File: src/rtl/mc_pkg.sv
// Shared definitions for the multi-cycle controller: state encodings, opcode and
// funct constants, ALU codes and the latched control word.
package mc_pkg;

    typedef enum logic [2:0] {
        S_IF  = 3'd0,
        S_ID  = 3'd1,
        S_EX  = 3'd2,
        S_MEM = 3'd3,
        S_WB  = 3'd4,
        S_ERR = 3'd5
    } state_t;

    localparam logic [5:0] OP_RTYPE = 6'h00;
    localparam logic [5:0] OP_J     = 6'h02;
    localparam logic [5:0] OP_JAL   = 6'h03;
    localparam logic [5:0] OP_BEQ   = 6'h04;
    localparam logic [5:0] OP_BNE   = 6'h05;
    localparam logic [5:0] OP_ADDI  = 6'h08;
    localparam logic [5:0] OP_XORI  = 6'h0e;
    localparam logic [5:0] OP_LW    = 6'h23;
    localparam logic [5:0] OP_SW    = 6'h2b;

    localparam logic [5:0] FN_JR    = 6'h08;
    localparam logic [5:0] FN_ADD   = 6'h20;
    localparam logic [5:0] FN_SUB   = 6'h22;
    localparam logic [5:0] FN_SLT   = 6'h2a;

    localparam logic [1:0] ALU_ADD  = 2'd0;
    localparam logic [1:0] ALU_SUB  = 2'd1;
    localparam logic [1:0] ALU_XOR  = 2'd2;
    localparam logic [1:0] ALU_SLT  = 2'd3;

    // K_NONE is zero so a cleared control word decodes as "nothing to do"
    typedef enum logic [3:0] {
        K_NONE, K_RALU, K_JR, K_J, K_JAL, K_BEQ, K_BNE, K_LW, K_SW, K_ADDI, K_XORI
    } kind_t;

    typedef struct packed {
        kind_t      kind;
        logic       alu_src;
        logic [1:0] alu_op;
        logic [1:0] reg_dst;
        logic [1:0] mem_to_reg;
    } ctrl_t;

    localparam ctrl_t CTRL_NONE = '0;

    function automatic state_t ex_next(input kind_t k);
        state_t nxt;
        case (k)
            K_LW, K_SW:                    nxt = S_MEM;
            K_RALU, K_ADDI, K_XORI, K_JAL: nxt = S_WB;
            default:                       nxt = S_IF;
        endcase
        return nxt;
    endfunction

endpackage

File: src/rtl/mc_decode.sv
// Combinational instruction decode: opcode/funct to control word plus an
// unsupported-instruction flag.
module mc_decode
    import mc_pkg::*;
(
    input  logic [5:0] opcode,
    input  logic [5:0] funct,
    output ctrl_t      ctrl,
    output logic       illegal
);

    always_comb begin
        ctrl    = CTRL_NONE;
        illegal = 1'b0;
        case (opcode)
            OP_RTYPE: begin
                case (funct)
                    FN_ADD: begin ctrl.kind = K_RALU; ctrl.alu_op = ALU_ADD; end
                    FN_SUB: begin ctrl.kind = K_RALU; ctrl.alu_op = ALU_SUB; end
                    FN_SLT: begin ctrl.kind = K_RALU; ctrl.alu_op = ALU_SLT; end
                    FN_JR:  ctrl.kind = K_JR;
                    default: illegal = 1'b1;
                endcase
            end
            OP_LW: begin
                ctrl.kind       = K_LW;
                ctrl.alu_src    = 1'b1;
                ctrl.reg_dst    = 2'd2;
                ctrl.mem_to_reg = 2'd1;
            end
            OP_SW: begin
                ctrl.kind    = K_SW;
                ctrl.alu_src = 1'b1;
            end
            OP_J:   ctrl.kind = K_J;
            OP_JAL: begin
                ctrl.kind       = K_JAL;
                ctrl.reg_dst    = 2'd1;
                ctrl.mem_to_reg = 2'd2;
            end
            OP_BEQ: begin ctrl.kind = K_BEQ; ctrl.alu_op = ALU_SUB; end
            OP_BNE: begin ctrl.kind = K_BNE; ctrl.alu_op = ALU_SUB; end
            OP_ADDI: begin
                ctrl.kind    = K_ADDI;
                ctrl.alu_src = 1'b1;
                ctrl.reg_dst = 2'd2;
            end
            OP_XORI: begin
                ctrl.kind    = K_XORI;
                ctrl.alu_src = 1'b1;
                ctrl.alu_op  = ALU_XOR;
                ctrl.reg_dst = 2'd2;
            end
            default: illegal = 1'b1;
        endcase
    end

endmodule

File: src/rtl/mc_control.sv
// Multi-cycle datapath controller: state register, latched control word and
// memory wait watchdog; strobes decoded from the current state.
//
//   state | meaning
//   IF    | fetch, waits on mem_ready, writes IR and PC+4
//   ID    | decode and latch control word, operand address generation
//   EX    | ALU operation, branch/jump PC update
//   MEM   | load/store access, waits on mem_ready
//   WB    | register file write-back
//   ERR   | unsupported instruction or wait timeout, left only by reset
module mc_control
    import mc_pkg::*;
#(
    parameter int ALU_CTRL_W  = 3,
    parameter int MEM_WAIT_EN = 1,
    parameter int WAIT_MAX    = 15
)(
    input  logic                  clk,
    input  logic                  reset,
    input  logic [5:0]            opcode,
    input  logic [5:0]            funct,
    input  logic                  zero,
    input  logic                  mem_ready,
    output logic [1:0]            reg_dst,
    output logic                  reg_wr,
    output logic                  alu_src,
    output logic [ALU_CTRL_W-1:0] alu_ctrl,
    output logic                  mem_rd,
    output logic                  mem_wr,
    output logic [1:0]            mem_to_reg,
    output logic [1:0]            pc_src,
    output logic                  pc_wr,
    output logic                  ir_wr,
    output logic                  addr_gen,
    output logic                  ab_wr,
    output logic                  instr_done,
    output logic                  illegal,
    output logic [2:0]            state
);

    localparam int CNT_W = $clog2(WAIT_MAX + 2);

    state_t           st;
    ctrl_t            cw;
    ctrl_t            dec_ctrl;
    logic             dec_illegal;
    logic [CNT_W-1:0] wait_cnt;
    logic             illegal_q;
    logic             ready;

    mc_decode u_decode (
        .opcode  (opcode),
        .funct   (funct),
        .ctrl    (dec_ctrl),
        .illegal (dec_illegal)
    );

    assign ready = (MEM_WAIT_EN == 0) || mem_ready;

    always_ff @(posedge clk) begin
        if (reset) begin
            st        <= S_IF;
            cw        <= CTRL_NONE;
            wait_cnt  <= '0;
            illegal_q <= 1'b0;
        end else begin
            case (st)
                S_IF, S_MEM: begin
                    if (ready) begin
                        wait_cnt <= '0;
                        if (st == S_IF)
                            st <= S_ID;
                        else
                            st <= (cw.kind == K_LW) ? S_WB : S_IF;
                    end else if (wait_cnt == CNT_W'(WAIT_MAX)) begin
                        // this is wait cycle WAIT_MAX+1: give up instead of waiting again
                        wait_cnt  <= '0;
                        st        <= S_ERR;
                        illegal_q <= 1'b1;
                    end else begin
                        wait_cnt <= wait_cnt + 1'b1;
                    end
                end
                S_ID: begin
                    cw <= dec_ctrl;
                    if (dec_illegal) begin
                        st        <= S_ERR;
                        illegal_q <= 1'b1;
                    end else begin
                        st <= S_EX;
                    end
                end
                S_EX:  st <= ex_next(cw.kind);
                S_WB:  st <= S_IF;
                S_ERR: st <= S_ERR;
                default: begin
                    st        <= S_ERR;
                    illegal_q <= 1'b1;
                end
            endcase
        end
    end

    // Reset gates every output combinationally so strobes drop in the reset cycle itself
    always_comb begin
        reg_dst    = 2'd0;
        reg_wr     = 1'b0;
        alu_src    = 1'b0;
        alu_ctrl   = '0;
        mem_rd     = 1'b0;
        mem_wr     = 1'b0;
        mem_to_reg = 2'd0;
        pc_src     = 2'd0;
        pc_wr      = 1'b0;
        ir_wr      = 1'b0;
        addr_gen   = 1'b0;
        ab_wr      = 1'b0;
        instr_done = 1'b0;
        illegal    = 1'b0;
        state      = 3'd0;
        if (!reset) begin
            state   = st;
            illegal = illegal_q;
            case (st)
                S_IF: begin
                    mem_rd = 1'b1;
                    ir_wr  = ready;
                    pc_wr  = ready;
                end
                S_ID: addr_gen = 1'b1;
                S_EX: begin
                    ab_wr      = 1'b1;
                    alu_src    = cw.alu_src;
                    alu_ctrl   = ALU_CTRL_W'(cw.alu_op);
                    instr_done = (ex_next(cw.kind) == S_IF);
                    case (cw.kind)
                        K_BEQ: if (zero)  begin pc_wr = 1'b1; pc_src = 2'd1; end
                        K_BNE: if (!zero) begin pc_wr = 1'b1; pc_src = 2'd1; end
                        K_J, K_JAL: begin pc_wr = 1'b1; pc_src = 2'd2; end
                        K_JR:       begin pc_wr = 1'b1; pc_src = 2'd3; end
                        default: ;
                    endcase
                end
                S_MEM: begin
                    mem_rd     = (cw.kind == K_LW);
                    mem_wr     = (cw.kind == K_SW);
                    instr_done = ready && (cw.kind == K_SW);
                end
                S_WB: begin
                    reg_wr     = 1'b1;
                    reg_dst    = cw.reg_dst;
                    mem_to_reg = cw.mem_to_reg;
                    instr_done = 1'b1;
                end
                default: ;
            endcase
        end
    end

endmodule

File: config.mk
export PLATFORM = sky130hd
export DESIGN_NAME = mc_control
export DESIGN_NICKNAME = d
export VERILOG_FILES = /design/src/rtl/mc_pkg.sv /design/src/rtl/mc_decode.sv /design/src/rtl/mc_control.sv
export SDC_FILE = /design/constraint.sdc
export NUM_CORES = 1
export LEC_CHECK = 0
export ABC_AREA = 1
export CORE_UTILIZATION = 35
export CTS_BUF_LIST = sky130_fd_sc_hd__clkbuf_16
export DETAILED_ROUTE_END_ITERATION = 8
export PLACE_DENSITY = 0.71
export SYNTH_ARGS = -nofsm -noshare
export SYNTH_HDL_FRONTEND = slang
export SYNTH_HIERARCHICAL = 1
export SYNTH_SLANG_ARGS = --single-unit
File: constraint.sdc
create_clock -name clk -period 1.7 [get_ports clk]
set_input_delay 0.34 -clock clk [delete_from_list [all_inputs] [get_ports clk]]
set_output_delay 0.34 -clock clk [all_outputs]
set_load 0.01 [all_outputs]
# --- After elaboration in Yosys (flattened, before gate mapping) ---
# Cells that the tools add are included.
classes:
  n_addsub: 1
  n_eq_ne: 32
  muxes: 58
  bitwise: 1
  n_reduce_logical: 17
ops:
  columns: ["op", "n"]
  rows:
  - ["$pmux 4 s9", 1]
  - ["$eq 6x6->1 const B", 5]
  - ["$mux 1", 25]
  - ["$mux 3", 8]
  - ["$eq 6x4->1 const B", 3]
  - ["$eq 4x3->1 const B", 4]
  - ["$mux 2", 8]
  - ["$pmux 2 s2", 4]
  - ["$eq 4x4->1 const B", 3]
  - ["$eq 6x2->1 const B", 2]
  - ["$eq 6x3->1 const B", 2]
  - ["$pmux 3 s4", 1]
  - ["$reduce_or 3->1", 4]
  - ["$reduce_or 4->1", 3]
  - ["$mux 5", 2]
  - ["$pmux 1 s3", 3]
  - ["$eq 4x2->1 const B", 2]
  - ["$pmux 2 s4", 1]
  - ["$reduce_or 2->1", 4]
  - ["$reduce_or 8->1", 1]
  - ["$eq 3x2->1 const B", 2]
  - ["$eq 3x3->1 const B", 2]
  - ["$logic_not 3->1", 2]
  - ["$logic_not 6->1", 1]
  - ["other kinds (12)", 16]
totals:
  regBits: 20
  input_bits: 16
  elab_cells: 117

# --- Depth between registers and ports, before layout ---
# Gate-level depths: netlist (run 1).
logic_depth:
  depth_word: 8
  depth_mapped: 13

# --- Modules after synthesis ---
# Netlist (run 1), hierarchy kept.
by_module_without_submodules:
  columns: ["module", "n_inst", "cells_each", "area_each_um2"]
  rows:
  - ["mc_control", 1, 177, 1151.1]
  - ["mc_decode", 1, 72, 312.8]

# --- Worst setup path after synthesis (run 1) ---
# No wires, ideal clock.
synth_timing:
  path_type: "register to output"
  start: "register st[1]"
  end: "output port pc_wr"
  arrival_time_ps: 1150
  path_slack_ps: 210
  stages_incl_launch_ff: 7
  path_buffers: 0
  cell_sequence: "dfxtp_1 inv_1 nor3_2 inv_1 nor2_2 nand2_1 o21bai_1"
synth_via:
  elab_chain_cells: 3
synth_rtl:
  columns: ["element", "line_no", "text"]
  rows:
  - ["from (decl)", "mc_control.sv:43", "state_t st;"]
  - ["from (signal assigned)", "mc_control.sv:74", "st <= (cw.kind == K_LW) ? S_WB : S_IF;"]
  - ["from (signal assigned)", "mc_control.sv:93", "S_EX: st <= ex_next(cw.kind);"]
  - ["$eq 3x2->1 / $logic_not 3->1 (equally long branches)", "mc_control.sv:124", "case (st)"]
  - ["$pmux 1 s2 (*)", "mc_control.sv:124", null]
  - ["$mux 1 (*)", "mc_control.sv:121", "if (!reset) begin"]
  - ["to (decl)", "mc_control.sv:32", "output logic pc_wr,"]
# Mark *: on every way between the ends. The rest lies on a longest branch, timed or not.

# --- Final worst setup path (run 1) ---
layout_timing:
  start: "register st[1]"
  end: "output port mem_rd"
layout_via:
  elab_chain_cells: 3
layout_rtl:
  columns: ["element", "line_no", "text"]
  rows:
  - ["$eq 3x2->1 / $logic_not 3->1 (equally long branches)", "mc_control.sv:124", null]
  - ["$pmux 1 s2 (*)", "mc_control.sv:124", null]
  - ["$mux 1 (*)", "mc_control.sv:121", null]
  - ["to (decl)", "mc_control.sv:28", "output logic mem_rd,"]
# Marked as above.

==> results of run 1 <==
## sequential cells by signal, summed over array words and instances (netlist names)
signal and count:
cw 11, wait_cnt 5, st 3, illegal_q 1
## where the power goes
part	switching [W]	internal [W]
logic	0.00100	0.000861
clock network	0.000178	0.000467
registers	0.000120	0.000645
## area by class of cell
type	count	share of cell area
Clock buffer	3	0.0298
Inverter	43	0.0656
Multi-Input combinational cell	180	0.400
Clock inverter	1	0.0119
Sequential cell	20	0.164
Timing Repair Buffer	96	0.304
Tap cell	50	0.0248
## routing by layer
metal | wire [µm] | share of wire | GRT usage
met1 | 1890 | 0.43 | 0.237
met3 | 124 | 0.028 | 0.0223
met4 | 37 | 0.0085 | 0.0559
met2 | 2320 | 0.53 | 0.352
met5 | 0 | 0 | 0
## worst paths after layout
kind	startpoint	end	slack, ns	depth (start not counted)
worst min register to register	cw[4]	cw[4]	0.45	2
worst min-delay path	cw[4]	cw[4]	0.45	2
worst max-delay path	st[1]	mem_rd	-0.12	8
worst max register to register	st[1]	st[0]	0.09	10
## tightest hold or removal path: cells and delay by family, from the launching register on
| family | cells | cell delay, ns |
|---|---|---|
| buf+inv | 1 | 0.06 |
| flops | 1 | 0.29 |
| compound gates | 1 | 0.06 |
## per-stage QoR
| step | total power (W) | TNS [ns] | instance area [µm²] | worst slack (ns) | utilization |
|---|---|---|---|---|---|
| finish | 0.00328 | -0.302 | 2520 | -0.118 | 0.630 |
| floorplan | 0.00155 | 0 | 1460 | 0.210 | - |
| global placement | 0.00222 | -9.19 | 2190 | -0.480 | 0.548 |
| CTS | 0.00304 | -0.366 | 2390 | -0.115 | 0.598 |
| global route | 0.00351 | -1.23 | 2520 | -0.206 | 0.630 |
| detailed placement | 0.00224 | -9.75 | 2190 | -0.503 | 0.548 |
## layout by cell type, fill, tap and decap left out, drive strengths merged, types with 2 or more instances in the layout
cell           Yosys  final
dlygate4sd2        0      7
inv               42     42
clkbuf             2      6
nor2              59     59
dfxtp             20     20
nor3               3      3
o211ai             2      2
o21ai             19     19
a21oi             16     16
nand4              2      2
nand3             18     18
or2                2      2
nand2             50     50
clkdlybuf4s15      0      3
dlymetal6s2s       0      7
buf                4     75
## kinds of logic (layout without fill, tap and decap cells)
| kind of cell | after synthesis | count (layout) | synth area share |
|---|---|---|---|
| AND/OR/NAND/NOR | 136 | 136 | 0.415 |
| buffers and inverters | 49 | 143 | 0.133 |
| AO/OA/AOI/OAI | 41 | 41 | 0.161 |
| flip-flops | 20 | 20 | 0.274 |
| adder cells (fa/ha/maj) | 1 | 1 | 0.00855 |
| other | 1 | 1 | 0.00256 |
| XOR/XNOR | 1 | 1 | 0.00598 |
## timing repair
action                                  in CTS  in global routing
pin swaps                                    7                 22
buffers inserted                             9                  6
endpoints found under the setup margin      24                 17
hold buffers                                 0                  0
endpoints found under the hold margin        0                  0
gates resized for setup                    103                 53
==> metrics.log, run 1 <==
[metrics] run status: complete, but fails checks
[metrics] violations in the final reports: negative setup slack
[metrics] HPWL Detailed: 2.92 mm
[metrics] register area: 414 µm²
[metrics] WHS: 0.454 ns
[metrics] Synth area leaders: dfxtp_1, nor2_1, nand2_1, inv_1, nand3_1
[metrics] Avg Cell Area, Syn: 5.88 µm²
[metrics] cell count after synthesis: 249
[metrics] prevailing post-synth register cell: dfxtp_1
[metrics] clock-pin slew on the worst setup and hold paths: 0.06 ns
[metrics] port bufs: 36
[metrics] pin count of the biggest net entering global routing: 25
[metrics] max-capacitance violation count: 0
[metrics] total number of yosys warnings: 6
[metrics] share of final-layout standard cells stronger than drive strength 1: 0.426
[metrics] via count of the first global-routing pass: 1612
[metrics] required time at the worst-slack endpoint: 1.36 ns
[metrics] clock skew: 0.00562 ns
[metrics] post-synthesis instance area: 1460 µm²
[metrics] multi-input gate area in the final layout: 1010 µm²
[metrics] most common cell in the synthesized netlist: nor2_1
[metrics] Filler Cell Count: 354
[metrics] number of iterations in the first detailed-routing pass: 4
[metrics] first-pass GRT wire length: 6.75 mm
[metrics] layout-stage area growth over the synthesis result: 72.1%
[metrics] Ant. Diodes: 0
[metrics] critical path start-end classification: reg -> out
[metrics] First DRT Iteration DRCs: 64
[metrics] kind of cell adding the most delay to the critical path: buffers and inverters
[metrics] Num CTS Buffers: 3
[metrics] number of antenna-violating nets in the routed design: 0
[metrics] placer congestion estimate: 0.897
[metrics] number of clock sinks seen by CTS: 20
[metrics] CTS tree: yes
[metrics] most common library cells after synthesis: nor2_1, nand2_1, inv_1
[metrics] final worst-path cycle share: 1.07
[metrics] synthesized netlist net count: 266
[metrics] placed instance count: 374
[metrics] DRC errors left: 0
[metrics] routed via count: 1819
[metrics] peak per-stage delay on the critical path: 0.36 ns
[metrics] total congestion overflow after global routing: 0
[metrics] number of antenna violations at the first check in global routing: 0
[metrics] floorplan row count: 23
[metrics] part of the Yosys area used for sequential elements: 0.274
[metrics] Core Box Area: 4000 µm²
[metrics] RSZ-0062 raised after global routing: true
[metrics] I/O pins: 38
[metrics] detail-routed net length per standard cell: 11.1 µm
[metrics] y dimension of the die: 66.7 µm
[metrics] CTS Root Buffer Type: clkbuf_16
[metrics] Initial Utilization: 0.366
[metrics] data arrival time of the worst path: 1.48 ns
[metrics] Post-layout nets: 361
[metrics] area enclosed by the die boundary: 4440 µm²
[metrics] via-per-instance ratio: 4.63
[metrics] buffer depth of the longest clock path: 2
[metrics] Slowest-stage cell, CP: dfxtp_4
[metrics] timing-limited maximum frequency: 0.550 GHz
[metrics] sort of element at the start of the critical path: flop
[metrics] most numerous cell on the critical path: buf_6
[metrics] post-layout min period: 1.82 ns
[metrics] worst-path cell chain: buf_6, nor2_4, nand2_2, buf_6, nand2_4, inv_2, a211oi_2, buf_2
[metrics] count of final max-slew check failures: 0
[metrics] Final Hold Viols: 0
[metrics] maximum level of the CTS H-tree: 1
[metrics] DRT Wirelength: 4.38 mm
[metrics] proportion of synthesized flip-flops having asynchronous set or reset: 0
[metrics] Synth area leader: dfxtp_1
[metrics] crit path capture type: output port
[metrics] area share of the leading cell type in the synthesized netlist: 0.274
[metrics] Seq cells post-synth: 20
[metrics] number of enable flip-flop cells after synthesis: 0
[metrics] power density normalized to cell area: 1300 nW/µm²
[metrics] global-route usage over all layers: 0.194
[metrics] Leakage: 1.35 nW
[metrics] least setup slack across all paths after layout: -0.118 ns
[metrics] maximum ir drop on the vdd rail: 0.000529 V
[metrics] horizontal die dimension: 66.7 µm
[metrics] final count of negative-setup-slack endpoints: 9
[metrics] post-synth cell types: 35
[metrics] type of the most critical hold path: reg -> reg
[metrics] worst skew pair latency: 0.25 ns
[metrics] final cell count without fillers: 393
[metrics] Buffers & Inverters on Critical Path: 4
[metrics] Worst Path Max Fanout: 3
No activity file was read; power rests on OpenSTA's default activity.
==> run 2: changes to the inputs <==
Settings changed: CORE_ASPECT_RATIO set to 0.7.
==> metrics.log, run 2 (synthesized netlist as in run 1, its figures left out) <==
[metrics] run status: complete, but fails checks
[metrics] violations in the final reports: negative setup slack
[metrics] routed via count: 1812 (-0.38%)
[metrics] max-capacitance violation count: 0 (unchanged)
[metrics] launching element of the worst setup path: st[0]
[metrics] worst skew pair latency: 0.25 ns (about the same)
[metrics] DRC errors left: 0 (unchanged)
[metrics] leading cell types in the layout, fill and taps excluded: buf_4, nor2_1, nand2_1
[metrics] number of iterations in the first detailed-routing pass: 4 (unchanged)
[metrics] maximum level of the CTS H-tree: 1 (unchanged)
[metrics] data arrival time of the worst path: 1.45 ns (-0.03 ns)
[metrics] type of the most critical hold path: reg -> reg
[metrics] HPWL Detailed: 2.97 mm (+1.7%)
[metrics] worst-case register-to-register setup slack: 0.27 ns (+0.18 ns)
[metrics] Initial Utilization: 0.369 (+0.00277)
[metrics] DRT Wirelength: 4.41 mm (+0.82%)
[metrics] RSZ-0062 raised after global routing: true
[metrics] R2R Path Start: st[0]
[metrics] number of antenna violations at the first check in global routing: 0 (unchanged)
[metrics] layout-stage area growth over the synthesis result: 66.8%
[metrics] clock skew: 0.00233 ns (-0.00329 ns)
[metrics] number of flip-flops in the largest register: 11 (unchanged)
[metrics] number of antenna-violating nets in the routed design: 0 (unchanged)
[metrics] Worst Path Max Fanout: 4 (+1)
[metrics] total congestion overflow after global routing: 0 (unchanged)
[metrics] Ant. Diodes: 0 (unchanged)
[metrics] buffer depth of the longest clock path: 2 (unchanged)
[metrics] power density normalized to cell area: 1280 nW/µm² (-1.7%)
[metrics] Placement Setup Slack: -0.487 ns (+0.0155 ns)
[metrics] count of final max-slew check failures: 0 (unchanged)
[metrics] Filler Cell Count: 341 (-3.7%)
[metrics] timing-limited maximum frequency: 0.557 GHz (+1.3%)
[metrics] Final Hold Viols: 0 (unchanged)
[metrics] I/O pins: 38 (unchanged)
[metrics] Num CTS Buffers: 3 (unchanged)
[metrics] Leakage: 1.29 nW (-4.3%)
[metrics] crit path capture type: output port
[metrics] total negative slack for setup checks: -0.240 ns (+0.0614 ns)
[metrics] y dimension of the die: 56.1 µm (-16%)
[metrics] maximum ir drop on the vdd rail: 0.000630 V (+19%)
[metrics] critical path start-end classification: reg -> out
[metrics] most common cell after layout, fill and taps aside: buf_4
[metrics] largest registers ranked by flip-flop count: cw (11), wait_cnt (5), st (3)
[metrics] share of final-layout standard cells stronger than drive strength 1: 0.415 (-0.0102)
[metrics] register containing the most flip-flops in the final layout: cw
[metrics] Core Box Area: 3970 µm² (-0.75%)
[metrics] global-route usage over all layers: 0.201 (+0.00641)
[metrics] Post-layout nets: 356 (-1.4%)
[metrics] RR Endpoint: st[0]
[metrics] PnR Total Power: 0.00312 W (-4.8%)
[metrics] required time at the worst-slack endpoint: 1.36 ns (about the same)
[metrics] First DRT Iteration DRCs: 74 (+16%)
[metrics] via count of the first global-routing pass: 1605 (-0.43%)
[metrics] port bufs: 36 (unchanged)
[metrics] placer congestion estimate: 0.863 (-3.8%)
[metrics] CTS hold repair buffers: 0 (unchanged)
[metrics] final count of negative-setup-slack endpoints: 7 (-2)
[metrics] horizontal die dimension: 79.3 µm (+19%)
[metrics] sort of element at the start of the critical path: flop
[metrics] number of clock sinks seen by CTS: 20 (unchanged)
[metrics] Endpoint, Worst Hold: cw[4]
[metrics] via-per-instance ratio: 4.66 (+0.64%)
[metrics] cell depth of the worst flop-to-flop path: 9 (-1)
[metrics] pin count of the biggest net entering global routing: 25 (unchanged)
[metrics] clock-pin slew on the worst setup and hold paths: 0.05 ns (about the same)
[metrics] least setup slack across all paths after layout: -0.0945 ns (+0.0233 ns)
[metrics] area enclosed by the die boundary: 4450 µm² (+0.10%)
[metrics] CTS tree: yes
[metrics] Final Core Density: 0.615 (-0.0148)
[metrics] floorplan row count: 19 (-17%)
[metrics] hold depth: 2 (unchanged)
[metrics] post-layout min period: 1.79 ns (-0.0233 ns)
[metrics] detail-routed net length per standard cell: 11.3 µm (+1.9%)
[metrics] final worst-path cycle share: 1.06 (-0.0137)
[metrics] start point of the worst min-delay path: cw[4]
[metrics] CTS Root Buffer Type: clkbuf_16
[metrics] first-pass GRT wire length: 7.09 mm (+5.1%)
run 2: final cells by class:
cell class                 count  area (µm²)  share of cell area
clock buffer                   3        75.1              0.0308
inverter                      43         164              0.0671
multi-input combinational    180        1010               0.413
sequential                    20         422               0.173
tap                           52        65.1              0.0267
timing repair buffer          91         707               0.290
run 2: worst max path at each step:
stage / endpoint / slack, ns / cells past startpoint
3_5_place_dp: pc_wr / -0.49 / 5
4_1_cts: alu_src / -0.1 / 7
5_1_grt: mem_rd / -0.17 / 8
6_report: mem_rd / -0.09 / 8
2_1_floorplan: pc_wr / 0.21 / 6
3_3_place_gp: pc_wr / -0.45 / 5
run 2: timing repair:
action	CTS	global route
setup buffers	6	7
resized for setup	111	43
endpoints found under the setup margin	24	20
pin swaps	15	22
run 2: critical path, stage by stage, from the launching register on:
cell      delay, ns
dfxtp_4        0.37
nor2_4         0.13
buf_6          0.11
nand2_4        0.05
buf_6          0.11
nand2_4        0.05
inv_2          0.04
a211oi_2       0.18
buf_2          0.16
run 2: routing by layer:
layer	global-route usage	vias up	routed length, µm
met3	0.0311	6	184
met5	0	-	0
met2	0.317	44	2110
li1	-	955	-
met1	0.286	807	2080
met4	0.0468	0	41
run 2: power by group:
group / switching [W] / total [W] / internal [W]
registers: 0.000144 / 0.000800 / 0.000656
clock network: 0.000160 / 0.000470 / 0.000310
logic: 0.000999 / 0.00185 / 0.000851
total: 0.00130 / 0.00312 / 0.00182
run 2: stage by stage:
stage	std cells	instance area, µm²	hold WS [ns]
after floorplan	249	1460	0.428
after global placement	375	2190	0.437
after detailed placement	375	2190	0.444
after CTS	383	2320	0.452
after global routing	389	2440	0.477
final	389	2440	0.454
==> run 3: changes to the inputs <==
Settings changed: REMOVE_ABC_BUFFERS set to 1.
==> metrics.log, run 3 (synthesized netlist as in run 1, its figures left out) <==
[metrics] run status: complete, but fails checks
[metrics] violations in the final reports: negative setup slack
[metrics] global-route usage over all layers: 0.205 (+0.00395)
[metrics] critical path start-end classification: reg -> out
[metrics] DRT Wirelength: 4.67 mm (+5.8%)
[metrics] PnR Total Power: 0.00328 W (+5.2%)
[metrics] worst-case register-to-register setup slack: 0.24 ns (-0.03 ns)
[metrics] CTS hold repair buffers: 0 (unchanged)
[metrics] cell depth of the worst flop-to-flop path: 9 (unchanged)
[metrics] horizontal die dimension: 79.3 µm (unchanged)
[metrics] placer congestion estimate: 0.851 (-1.5%)
[metrics] I/O pins: 38 (unchanged)
[metrics] CTS Root Buffer Type: clkbuf_16
[metrics] crit path capture type: output port
[metrics] number of antenna violations at the first check in global routing: 0 (unchanged)
[metrics] Final Hold Viols: 0 (unchanged)
[metrics] number of flip-flops in the largest register: 11 (unchanged)
[metrics] leading cell types in the layout, fill and taps excluded: nor2_1, buf_4, nand2_1
[metrics] least setup slack across all paths after layout: -0.175 ns (-0.0805 ns)
[metrics] port bufs: 36 (unchanged)
[metrics] pin count of the biggest net entering global routing: 25 (unchanged)
[metrics] Worst Path Max Fanout: 4 (unchanged)
[metrics] First DRT Iteration DRCs: 120 (+62%)
[metrics] RSZ-0062 raised after global routing: true
[metrics] Core Box Area: 3970 µm² (unchanged)
[metrics] floorplan row count: 19 (unchanged)
[metrics] buffer depth of the longest clock path: 2 (unchanged)
[metrics] worst skew pair latency: 0.26 ns (about the same)
[metrics] most common cell after layout, fill and taps aside: nor2_1
[metrics] Ant. Diodes: 0 (unchanged)
[metrics] total congestion overflow after global routing: 0 (unchanged)
[metrics] Num CTS Buffers: 3 (unchanged)
[metrics] routed via count: 1811 (-0.055%)
[metrics] Final Core Density: 0.622 (+0.00693)
[metrics] placed instance count: 374 (-0.27%)
[metrics] sort of element at the start of the critical path: flop
[metrics] required time at the worst-slack endpoint: 1.36 ns (about the same)
[metrics] DRC errors left: 0 (unchanged)
[metrics] detail-routed net length per standard cell: 12.1 µm (+6.6%)
[metrics] R2R Path Start: st[0]
[metrics] critical path endpoint: instr_done
[metrics] maximum level of the CTS H-tree: 1 (unchanged)
[metrics] area enclosed by the die boundary: 4450 µm² (unchanged)
[metrics] timing-limited maximum frequency: 0.533 GHz (-4.3%)
[metrics] number of clock sinks seen by CTS: 20 (unchanged)
[metrics] CTS tree: yes
[metrics] final cell count without fillers: 386 (-0.77%)
[metrics] Placement Setup Slack: -0.476 ns (+0.0108 ns)
[metrics] Leakage: 1.27 nW (-1.6%)
[metrics] Initial Utilization: 0.369 (unchanged)
[metrics] RR Endpoint: st[0]
[metrics] type of the most critical hold path: reg -> reg
[metrics] post-layout min period: 1.88 ns (+0.0805 ns)
[metrics] share of final-layout standard cells stronger than drive strength 1: 0.398 (-0.0172)
[metrics] final count of negative-setup-slack endpoints: 9 (+2)
[metrics] data arrival time of the worst path: 1.54 ns (+0.09 ns)
[metrics] launching element of the worst setup path: cw[7]
[metrics] final worst-path cycle share: 1.10 (+0.0473)
[metrics] number of iterations in the first detailed-routing pass: 4 (unchanged)
[metrics] y dimension of the die: 56.1 µm (unchanged)
[metrics] HPWL Detailed: 3.06 mm (+2.9%)
[metrics] clock skew: 0.00704 ns (+0.00471 ns)
[metrics] register containing the most flip-flops in the final layout: cw
[metrics] via count of the first global-routing pass: 1624 (+1.2%)
[metrics] power density normalized to cell area: 1330 nW/µm² (+4.0%)
[metrics] count of final max-slew check failures: 0 (unchanged)
[metrics] first-pass GRT wire length: 7.18 mm (+1.3%)
[metrics] Post-layout nets: 352 (-1.1%)
[metrics] maximum ir drop on the vdd rail: 0.000775 V (+23%)
[metrics] number of antenna-violating nets in the routed design: 0 (unchanged)
[metrics] layout-stage area growth over the synthesis result: 68.6%
[metrics] via-per-instance ratio: 4.69 (+0.72%)
[metrics] clock-pin slew on the worst setup and hold paths: 0.06 ns (about the same)
[metrics] largest registers ranked by flip-flop count: cw (11), wait_cnt (5), st (3)
[metrics] max-capacitance violation count: 0 (unchanged)
[run 3: how the worst min path moves through the flow]
stage                     cells past startpoint          end        start  slack [ns]
final                                         2        cw[2]        cw[2]        0.46
after global routing                          2        cw[4]        cw[4]        0.48
after CTS                                     2        cw[5]        cw[5]        0.46
after detailed placement                      2        cw[0]        cw[0]        0.45
after global placement                        2  wait_cnt[4]  wait_cnt[4]        0.44
after floorplan                               1  wait_cnt[3]        reset        0.40
[run 3: cell type report]
type	instances	area, µm²
fill	360	1500
multi-input combinational	180	1040
timing repair buffer	87	704
sequential	20	417
inverter	43	168
clock buffer	3	75.1
tap	52	65.1
clock inverter	1	3.75
[run 3: where the power goes]
group	internal, W	switching, W	leakage (nW)
combinational	0.000904	0.00108	1.06
clock	0.000314	0.000187	0.0385
sequential	0.000649	0.000145	0.168
[run 3: worst max-delay path, cell delays in order (launching register included)]
cell      delay (ns)
dfxtp_2         0.33
inv_1           0.17
nand2_1         0.10
nand3_1         0.12
nand3_1         0.12
nand2b_4        0.16
a21oi_2         0.12
buf_2           0.14
[run 3: what timing repair did]
action	CTS	global route
hold endpoints to repair	0	0
setup endpoints to repair	24	19
pin swaps	14	10
buffers inserted	6	2
resized for setup	124	34
[run 3: stage by stage]
step | hold WS (ns) | cell area (µm²) | setup TNS [ns]
after floorplan | 0.402 | 1430 | 0
after global placement | 0.444 | 2180 | -9.35
after detailed placement | 0.449 | 2180 | -9.84
after CTS | 0.458 | 2340 | -0.534
after global routing | 0.480 | 2470 | -1.17
final | 0.455 | 2470 | -0.704
[run 3: per-layer routing]
layer,global-route usage,part of all wire,wire (µm),vias up
li1,-,-,-,948
met1,0.280,0.46,2140,799
met2,0.329,0.47,2210,54
met3,0.0311,0.051,238,10
met4,0.0649,0.018,85,0
met5,0,0,0,-
